===== src/rtl/datagen_pkg.sv =====
// Shared constants, pattern codes and FSM encoding for the stream data generator.
package datagen_pkg;

    localparam logic [1:0] MODE_TAGGED = 2'd0;
    localparam logic [1:0] MODE_INCR   = 2'd1;
    localparam logic [1:0] MODE_LFSR   = 2'd2;

    localparam logic [7:0] TAG_TABLE [16] = '{
        8'h00, 8'h11, 8'h22, 8'h33, 8'h44, 8'h55, 8'h66, 8'h77,
        8'h88, 8'h99, 8'hAA, 8'hBB, 8'hCC, 8'hDD, 8'hEE, 8'hFF
    };

    // Galois taps for x^32+x^22+x^2+x+1 in right-shifting form
    localparam logic [31:0] LFSR_TAPS = 32'h8020_0003;
    localparam logic [31:0] LFSR_SEED = 32'hACE1_0001;

    localparam int DEFAULT_PKT_LEN = 4;

    typedef enum logic [1:0] {
        ST_IDLE = 2'd0,
        ST_SEND = 2'd1,
        ST_GAP  = 2'd2
    } state_t;

    function automatic logic [31:0] rotl32(input logic [31:0] v, input logic [4:0] n);
        logic [63:0] dbl;
        dbl = {v, v} << n;
        return dbl[63:32];
    endfunction

endpackage


===== src/rtl/lfsr32.sv =====
// 32-bit Galois LFSR; load has priority over advance.
module lfsr32
    import datagen_pkg::*;
(
    input  logic        clk,
    input  logic        reset,
    input  logic        load,
    input  logic [31:0] seed,
    input  logic        advance,
    output logic [31:0] state
);

    always_ff @(posedge clk) begin
        if (reset) begin
            state <= LFSR_SEED;
        end else if (load) begin
            state <= seed;
        end else if (advance) begin
            state <= {1'b0, state[31:1]} ^ ({32{state[0]}} & LFSR_TAPS);
        end
    end

endmodule


===== src/rtl/stream_data_generator.sv =====
// AXI-Stream test-traffic source: batches of fixed-length packets with selectable payload,
// inter-packet gap, continuous mode and stop/restart serviced only at packet boundaries.
module stream_data_generator
    import datagen_pkg::*;
#(
    parameter int DATA_WIDTH = 512,
    parameter int LEN_WIDTH  = 8,
    parameter int GAP_WIDTH  = 8
) (
    input  logic                      clk,
    input  logic                      reset,
    input  logic [63:0]               packet_count,
    input  logic [LEN_WIDTH-1:0]      packet_length,
    input  logic [GAP_WIDTH-1:0]      gap_cycles,
    input  logic [1:0]                mode,
    input  logic                      start,
    input  logic                      stop,
    output logic                      busy,
    output logic                      done,
    output logic [63:0]               packets_sent,
    output logic [DATA_WIDTH-1:0]     AXIS_TX_TDATA,
    output logic [DATA_WIDTH/8-1:0]   AXIS_TX_TKEEP,
    output logic                      AXIS_TX_TVALID,
    output logic                      AXIS_TX_TLAST,
    input  logic                      AXIS_TX_TREADY
);

    localparam int W = DATA_WIDTH / 32;

    state_t               state;
    logic [63:0]          count_q;
    logic [LEN_WIDTH-1:0] len_q;
    logic [GAP_WIDTH-1:0] gap_q;
    logic [GAP_WIDTH-1:0] gap_left;
    logic [1:0]           mode_q;
    logic [LEN_WIDTH-1:0] cycle_index;
    logic [15:0]          counter;
    logic [15:0]          packet_num;
    logic [63:0]          sent_q;
    logic                 start_pend;
    logic                 stop_pend;
    logic                 tvalid_q;
    logic                 done_q;
    logic [31:0]          lfsr_state;

    logic accept;
    logic last_beat;
    logic launch;
    logic batch_end;

    assign accept    = tvalid_q & AXIS_TX_TREADY;
    assign last_beat = (cycle_index == len_q);
    // A queued relaunch fires even if stop pulses in the idle cycle; a fresh start loses to stop.
    assign launch    = (state == ST_IDLE) & (start_pend | (start & ~stop));
    assign batch_end = (count_q != 64'd0) && ((sent_q + 64'd1) == count_q);

    lfsr32 u_lfsr (
        .clk     (clk),
        .reset   (reset),
        .load    (launch),
        .seed    (LFSR_SEED),
        .advance (accept),
        .state   (lfsr_state)
    );

    always_ff @(posedge clk) begin
        if (reset) begin
            state       <= ST_IDLE;
            tvalid_q    <= 1'b0;
            done_q      <= 1'b0;
            start_pend  <= 1'b0;
            stop_pend   <= 1'b0;
            sent_q      <= '0;
            packet_num  <= '0;
            counter     <= '0;
            cycle_index <= LEN_WIDTH'(1);
            count_q     <= '0;
            len_q       <= LEN_WIDTH'(DEFAULT_PKT_LEN);
            gap_q       <= '0;
            gap_left    <= '0;
            mode_q      <= MODE_TAGGED;
        end else begin
            done_q <= 1'b0;
            if (state != ST_IDLE) begin
                if (start && !stop) start_pend <= 1'b1;
                if (stop)           stop_pend  <= 1'b1;
            end
            case (state)
                ST_IDLE: begin
                    if (launch) begin
                        count_q     <= packet_count;
                        len_q       <= (packet_length == '0) ? LEN_WIDTH'(DEFAULT_PKT_LEN) : packet_length;
                        gap_q       <= gap_cycles;
                        mode_q      <= mode;
                        packet_num  <= '0;
                        counter     <= '0;
                        sent_q      <= '0;
                        cycle_index <= LEN_WIDTH'(1);
                        start_pend  <= 1'b0;
                        stop_pend   <= 1'b0;
                        state       <= ST_SEND;
                        tvalid_q    <= 1'b1;
                    end
                end
                ST_SEND: begin
                    if (accept) begin
                        counter     <= counter + 16'd1;
                        cycle_index <= last_beat ? LEN_WIDTH'(1) : cycle_index + LEN_WIDTH'(1);
                        if (last_beat) begin
                            sent_q     <= sent_q + 64'd1;
                            packet_num <= packet_num + 16'd1;
                            if (stop_pend || stop) begin
                                state      <= ST_IDLE;
                                tvalid_q   <= 1'b0;
                                done_q     <= 1'b1;
                                start_pend <= 1'b0;
                                stop_pend  <= 1'b0;
                            end else if (start_pend || start) begin
                                state      <= ST_IDLE;
                                tvalid_q   <= 1'b0;
                                start_pend <= 1'b1;
                            end else if (batch_end) begin
                                state    <= ST_IDLE;
                                tvalid_q <= 1'b0;
                                done_q   <= 1'b1;
                            end else if (gap_q != '0) begin
                                state    <= ST_GAP;
                                tvalid_q <= 1'b0;
                                gap_left <= gap_q;
                            end
                        end
                    end
                end
                ST_GAP: begin
                    gap_left <= gap_left - GAP_WIDTH'(1);
                    if (gap_left <= GAP_WIDTH'(1)) begin
                        state    <= ST_SEND;
                        tvalid_q <= 1'b1;
                    end
                end
                default: begin
                    state    <= ST_IDLE;
                    tvalid_q <= 1'b0;
                end
            endcase
        end
    end

    // Payload is built from registered state only, so it holds while the beat is stalled.
    always_comb begin
        logic [31:0] word;
        word          = '0;
        AXIS_TX_TDATA = '0;
        AXIS_TX_TDATA[31:0] = 32'hFFFF_FFFF;
        for (int i = 1; i < W; i++) begin
            case (mode_q)
                MODE_INCR: word = {counter, packet_num[7:0], 8'(i)};
                MODE_LFSR: word = rotl32(lfsr_state, 5'(i));
                default:   word = {TAG_TABLE[4'(i % 16)], counter[7:0], packet_num};
            endcase
            AXIS_TX_TDATA[32*i +: 32] = word;
        end
    end

    assign AXIS_TX_TKEEP  = '1;
    assign AXIS_TX_TVALID = tvalid_q;
    assign AXIS_TX_TLAST  = tvalid_q & last_beat;
    assign busy           = (state != ST_IDLE);
    assign done           = done_q;
    assign packets_sent   = sent_q;

endmodule


===== config.mk =====
export PLATFORM = sky130hd
export DESIGN_NAME = stream_data_generator
export DESIGN_NICKNAME = d
export VERILOG_FILES = /design/src/rtl/datagen_pkg.sv /design/src/rtl/lfsr32.sv /design/src/rtl/stream_data_generator.sv
export SDC_FILE = /design/constraint.sdc
export NUM_CORES = 1
export LEC_CHECK = 0
export ABC_AREA = 1
export ABC_CLOCK_PERIOD_IN_PS = 3600
export CORE_AREA = 3 3 280 282
export DETAILED_ROUTE_END_ITERATION = 8
export DIE_AREA = 0 0 283 285
export SETUP_SLACK_MARGIN = 0.15
export SYNTH_ARGS = -nofsm -noshare
export SYNTH_HDL_FRONTEND = slang
export SYNTH_HIERARCHICAL = 1
export SYNTH_SLANG_ARGS = --single-unit

===== constraint.sdc =====
create_clock -name clk -period 3.6 [get_ports clk]
set_clock_uncertainty 0.15 [all_clocks]
set_input_delay 0.72 -clock clk [delete_from_list [all_inputs] [get_ports clk]]
set_output_delay 0.72 -clock clk [all_outputs]
set_load 0.02 [all_outputs]

## Word level (Yosys, flattened, before mapping)

Cells that the tools add are included.

| storage, ports and cells | value |
|---|---|
| flip-flop bits (word level) | 232 |
| input bits | 87 |
| output and inout bits | 644 |

| cells by class | value |
|---|---|
| add/sub/neg operators | 5 |
| order comparisons | 1 |
| equality and inequality tests | 15 |
| mux-type cells | 73 |
| bitwise gates (word level) | 10 |
| reductions and logical operators | 19 |

Operators by type and width:

| kind | number |
|---|---|
| 32-bit one-hot mux with 2 select lines | 15 |
| 64-bit two-way mux | 3 |
| 64-bit one-hot mux with 2 select lines | 1 |
| 8-bit two-way mux | 10 |
| 64-bit by 1-bit adder with 64-bit output (second input constant) | 1 |
| 64-bit equality test | 1 |
| 16-bit two-way mux | 4 |
| 16-bit one-hot mux with 2 select lines | 2 |
| 64-bit nonzero test | 1 |
| 16-bit by 1-bit adder with 16-bit output (second input constant) | 2 |
| 8-bit one-hot mux with 2 select lines | 2 |
| 31-bit by 32-bit bitwise XOR with 32-bit output | 1 |
| 1-bit two-way mux | 24 |
| 2-bit two-way mux | 8 |
| 2-bit inequality test (second input constant) | 8 |
| 8-bit by 1-bit adder with 8-bit output (second input constant) | 1 |
| 8-bit equality test | 1 |
| 8-bit by 1-bit less-or-equal comparator with 1-bit output (second input constant) | 1 |
| 8-bit logical NOT | 1 |
| 8-bit nonzero test | 1 |
| 8-bit by 1-bit subtractor with 8-bit output (second input constant) | 1 |
| 7-bit AND reduction | 1 |
| 2-bit one-hot mux with 3 select lines | 1 |
| 2-bit nonzero test | 3 |
| other kinds (18) | 29 |

## Longest topological paths before layout

| logic depth | value |
|---|---|
| depth in word-level cells | 9 |
| depth in mapped cells | 23 |

## By module

Netlist, hierarchy kept.

By module, submodules not included:

| module | times used | cells each | area each (µm²) |
|---|---|---|---|
| stream_data_generator | 1 | 2537 | 14461.4 |
| lfsr32 | 1 | 228 | 1531.5 |

## Least setup slack after synthesis

Ideal clock, no wire load.

| timing | value |
|---|---|
| kind | register to output |
| start | register mode_q[0] |
| end | output port AXIS_TX_TDATA[111] |
| arrival time | 2.046 ns |
| data required time | 2.730 ns |
| slack | 0.684 ns |
| stages on the path, launching flop included | 9 |
| cell sequence | dfxtp_1 inv_1 ha_1 clkbuf_1 nor2_1 clkbuf_1 a22oi_1 clkbuf_1 nand2_1 |

| on the way | value |
|---|---|
| longest elaborated chain between the ends | 2 |
| elaborated cells on any way between the ends | 3 |
| those cells by class | 2 x eq/ne; 1 x mux |

RTL lines:

| what | RTL line | text |
|---|---|---|
| from (decl) | stream_data_generator.sv:35 | `logic [1:0] mode_q;` |
| from (signal assigned) | stream_data_generator.sv:94 | `mode_q <= mode;` |
| 2-bit equality test / 2-bit by 1-bit equality test with 1-bit output (equally long branches) | stream_data_generator.sv:156 | `case (mode_q)` |
| 32-bit one-hot mux with 2 select lines (*) | stream_data_generator.sv:156 |  |
| to (decl) | stream_data_generator.sv:21 | `output logic [DATA_WIDTH-1:0] AXIS_TX_TDATA,` |

Every way passes the cells marked *; elsewhere a longest branch is shown, timed or not.

## Worst setup path in the final report

| timing | value |
|---|---|
| start | register mode_q[0] |
| end | output port AXIS_TX_TDATA[492] |

Same word-level chain as after synthesis.

==> impl_results.md <==
- Hold path start: len_q[2]
- Lkg Pwr: 14.3 nW
- Hpwl dp: about 77000 µm
- Kind of critical path: flip-flop to output port
- Initial antenna violation count: 5
- Maxcap violations: 0
- Tot GR Track Use: 22.5%
- Worst R2R End: gap_left[0]
- Largest net degree at the start of global routing: 79
- Top-area cell type share of the netlist area: ~29%
- Die height: ~290 µm
- Final instance area: 0.0246 mm²
- Share of layout cells above drive strength 1: ~17%
- Synth area leader: dfxtp_1
- Final core occ: around 32%
- Vias in the first global route: ~19000
- Mapped Avg Cell Area: about 5.8 µm²
- Final Critical Period: around 3.4 ns
- Setup TNS Final: 0 ns
- Global-route wire length before repair: 135000 µm
- # IOs: 731
- Reg clk slew, reported paths: ~0.06 ns
- Htree depth: 1
- First-pass DRT Iterations: 7
- Hold Path Class: flip-flop to flip-flop
- Buffers plus inverters on the worst setup path: 5
- FF+latch area: 0.00463 mm²
- Max clock buf depth: 3
- # port buffers: between 600 and 700
- Post-CTS Hold Buffers: 0
- Synth top area cells: dfxtp_1, nand2_1, nand3_1, inv_1, nor2_1
- WHS Endpoint: len_q[2]
- Unrepaired setup endpoints after global routing: true
- Max FO, Critical Path: 15
- Final #Nets: 3634
- Die Wd: 283 µm
- WP data arrival: 2.57 ns
- Synthesis-to-layout area growth: 54.0%
- Total power: ~0.0073 W
- Distinct cells, synth: just over 40
- Max rail drop VDD: 0.000355 V
- Clock Latency Late Sink: 0.59 ns
- Final Cycle Share: between 90% and 100%
- Synth warnings: 6
- Routed wire per std cell: between 20 and 25 µm
- Crit path largest cell delay: 0.38 ns
- Cts bufs inserted: 28
- Core outline area: ~0.076 mm²
- Cell Pwr Density: roughly 300 mW/mm²
- CP dominant cell by count: nand2_1
- Rel. slew slack: a little under half
- FF-to-FF setup slack: between 0.2 and 0.3 ns
- Outcome: complete, no violations
- Max-slew violations: 0
- DRC: 0
- Sink Count: between 200 and 250
- Finish-stage setup viols: 0
- Initial core utilization: about a fifth
- Worst path top cell family by delay: buffers and inverters
- GRT Residual Overflow: 0
- Fin Hold WS: roughly 0.33 ns
- Fillers: between 8000 and 9000
- CP Cell Sequence: inv_1 -> ha_4 -> buf_4 -> nor2_4 -> buf_12 -> nand2_1 -> buf_8 -> nand2_1 -> clkdlybuf4s15_2
- Crit path launch type: flip-flop
- Vias: ~21000
- CTS tree: yes
- GPL Wtd Cong: around 0.96
- Crit path required time: 2.73 ns
- Post-synthesis sequential area ratio: slightly below 30%
- Worst r2r src: packets_sent[3]
- Cell count after synthesis: ~2800
- Vias per cell: roughly 4.5
- Fin. Hold Viols: 0
- Routed Antenna Nets: 0
- Overall die area: ~0.081 mm²
- CTS root buffer: clkbuf_16
- Worst hold stages: 2
- Reg2reg path depth: 18
- Slew at the pin closest to its max-slew limit: about 0.8 ns
- Netlist Area Pre-Place: 0.0160 mm²
- CP Capture Type: output port
- Peak Freq: 291 MHz
- CP max-delay cell: dfxtp_1
- FP Rows: a little over 100
- Multi-input logic area: slightly below 0.01 mm²
- Yosys reg bits: ~230
- Antenna fix cells: 0
- DR iter-0 viols: approximately 1600
- Dpl cell area: about 0.025 mm²
- Detailed Route WL: 97500 µm
## metal layers
metal | global-route usage, % | up-vias | part of all wire, %
li1 | - | 10000 | -
met4 | 7.87 | 6 | 3.6
met2 | 39.3 | 1000 | 48
met1 | 27.7 | 9650 | 41
met3 | 4.24 | 157 | 7.8
met5 | 0 | - | 0.035
## cells by family after synthesis
| family | count (synthesis) | share of synthesized area, % |
|---|---|---|
| simple gates | 1712 | 44.2 |
| buf+inv | 515 | 14.7 |
| compound gates | 266 | 9.04 |
| flops | 231 | 28.9 |
| xor+xnor | 31 | 2.44 |
| fa+ha+maj | 8 | 0.626 |
| other cells | 2 | 0.0470 |
## where the power goes
part | total [W] | switching, W | internal, W
combinational | 0.00158 | 0.00104 | 0.000534
clock | 0.00300 | 0.00120 | 0.00179
sequential | 0.00277 | 0.000101 | 0.00267
## how the worst max path moves through the flow
stage / from / endpoint / slack, ns / depth (start not counted)
4_1_cts: mode_q[0] / AXIS_TX_TDATA[288] / 0.07 / 9
6_report: mode_q[0] / AXIS_TX_TDATA[492] / 0.16 / 9
2_1_floorplan: mode_q[0] / AXIS_TX_TDATA[111] / 0.68 / 8
5_1_grt: mode_q[0] / AXIS_TX_TDATA[42] / 0.07 / 9
3_5_place_dp: mode_q[1] / AXIS_TX_TDATA[288] / 0.15 / 8
3_3_place_gp: mode_q[1] / AXIS_TX_TDATA[288] / 0.13 / 8
## cell usage in the layout, fill, tap and decap left out, types with 4 or more instances in the layout
cell type           n
clkdlybuf4s50_1   176
clkinv_2            6
xor2_1             19
nand2_1          1075
dfxtp_1           230
nor2_1            237
nand2_4             4
buf_4             177
inv_2               8
conb_1            128
buf_12             24
dlygate4sd2_1     179
clkbuf_2          232
o21ai_0           123
a21oi_1            53
ha_1                6
nor2_4             16
a22oi_2             5
xnor3_1             7
nand2_2            25
o22ai_1            64
nor3_1             24
clkdlybuf4s15_2    20
clkbuf_8           11
clkbuf_16          29
buf_6              23
clkdlybuf4s15_1     8
nor2_2             12
nand4_1            31
nor4_1              7
o21ai_1             7
nand3_1           270
nand3_2             5
inv_1             278
## timing repair
item,in CTS,in global routing
buffers inserted,14,3
gates resized for setup,562,472
cloned,0,2
endpoints found under the setup margin,458,261
pin swaps,1,4
## final cells by class
type                    instances  area share (%)
clock inverters                10           0.467
flip-flops and latches        231            18.8
well taps                    1030            5.23
inverters                     287            4.37
repair buffers                845            28.2
clock buffers                  42            3.51
multi-input cells            2146            39.4
## per-stage QoR
stage	instances	setup WS, ns
after floorplan	2891	0.684
after global placement	4520	0.134
after detailed placement	4520	0.151
after CTS	4586	0.0682
after global routing	4591	0.0679
final	4591	0.160
## worst reg2reg max path, delay by kind of cell (launching register included)
| family | cells | cell delay [ns] |
|---|---|---|
| buffers and inverters | 2 | 0.50 |
| and+or+nand+nor | 16 | 2.18 |
| DFF | 1 | 0.42 |
## synth_stat cells (all sizes together)
library cell and n:
a211oi 3, a21oi 56, a22oi 7, a31oi 3, and2 1, and3 1, buf 118, clkbuf 110
clkinv 2, conb 2, dfxtp 231, ha 8, inv 285, nand2 1103, nand3 276, nand3b 1
nand4 31, nor2 266, nor3 24, nor3b 2, nor4 7, o211ai 1, o21ai 131, o221ai 1
o22ai 64, xnor2 3, xnor3 7, xor2 20, xor3 1
## state kept, by name, indices dropped and copies added, names as in the netlist
name / flops
count_q: 64
start_pend: 1
gap_left: 8
packet_num: 16
counter: 16
u_lfsr/state: 32
packets_sent: 64
mode_q: 2
done: 1
cycle_index: 8
len_q: 8
gap_q: 8
AXIS_TX_TVALID: 1
state: 1
stop_pend: 1
(Power assumes the default switching activity.)
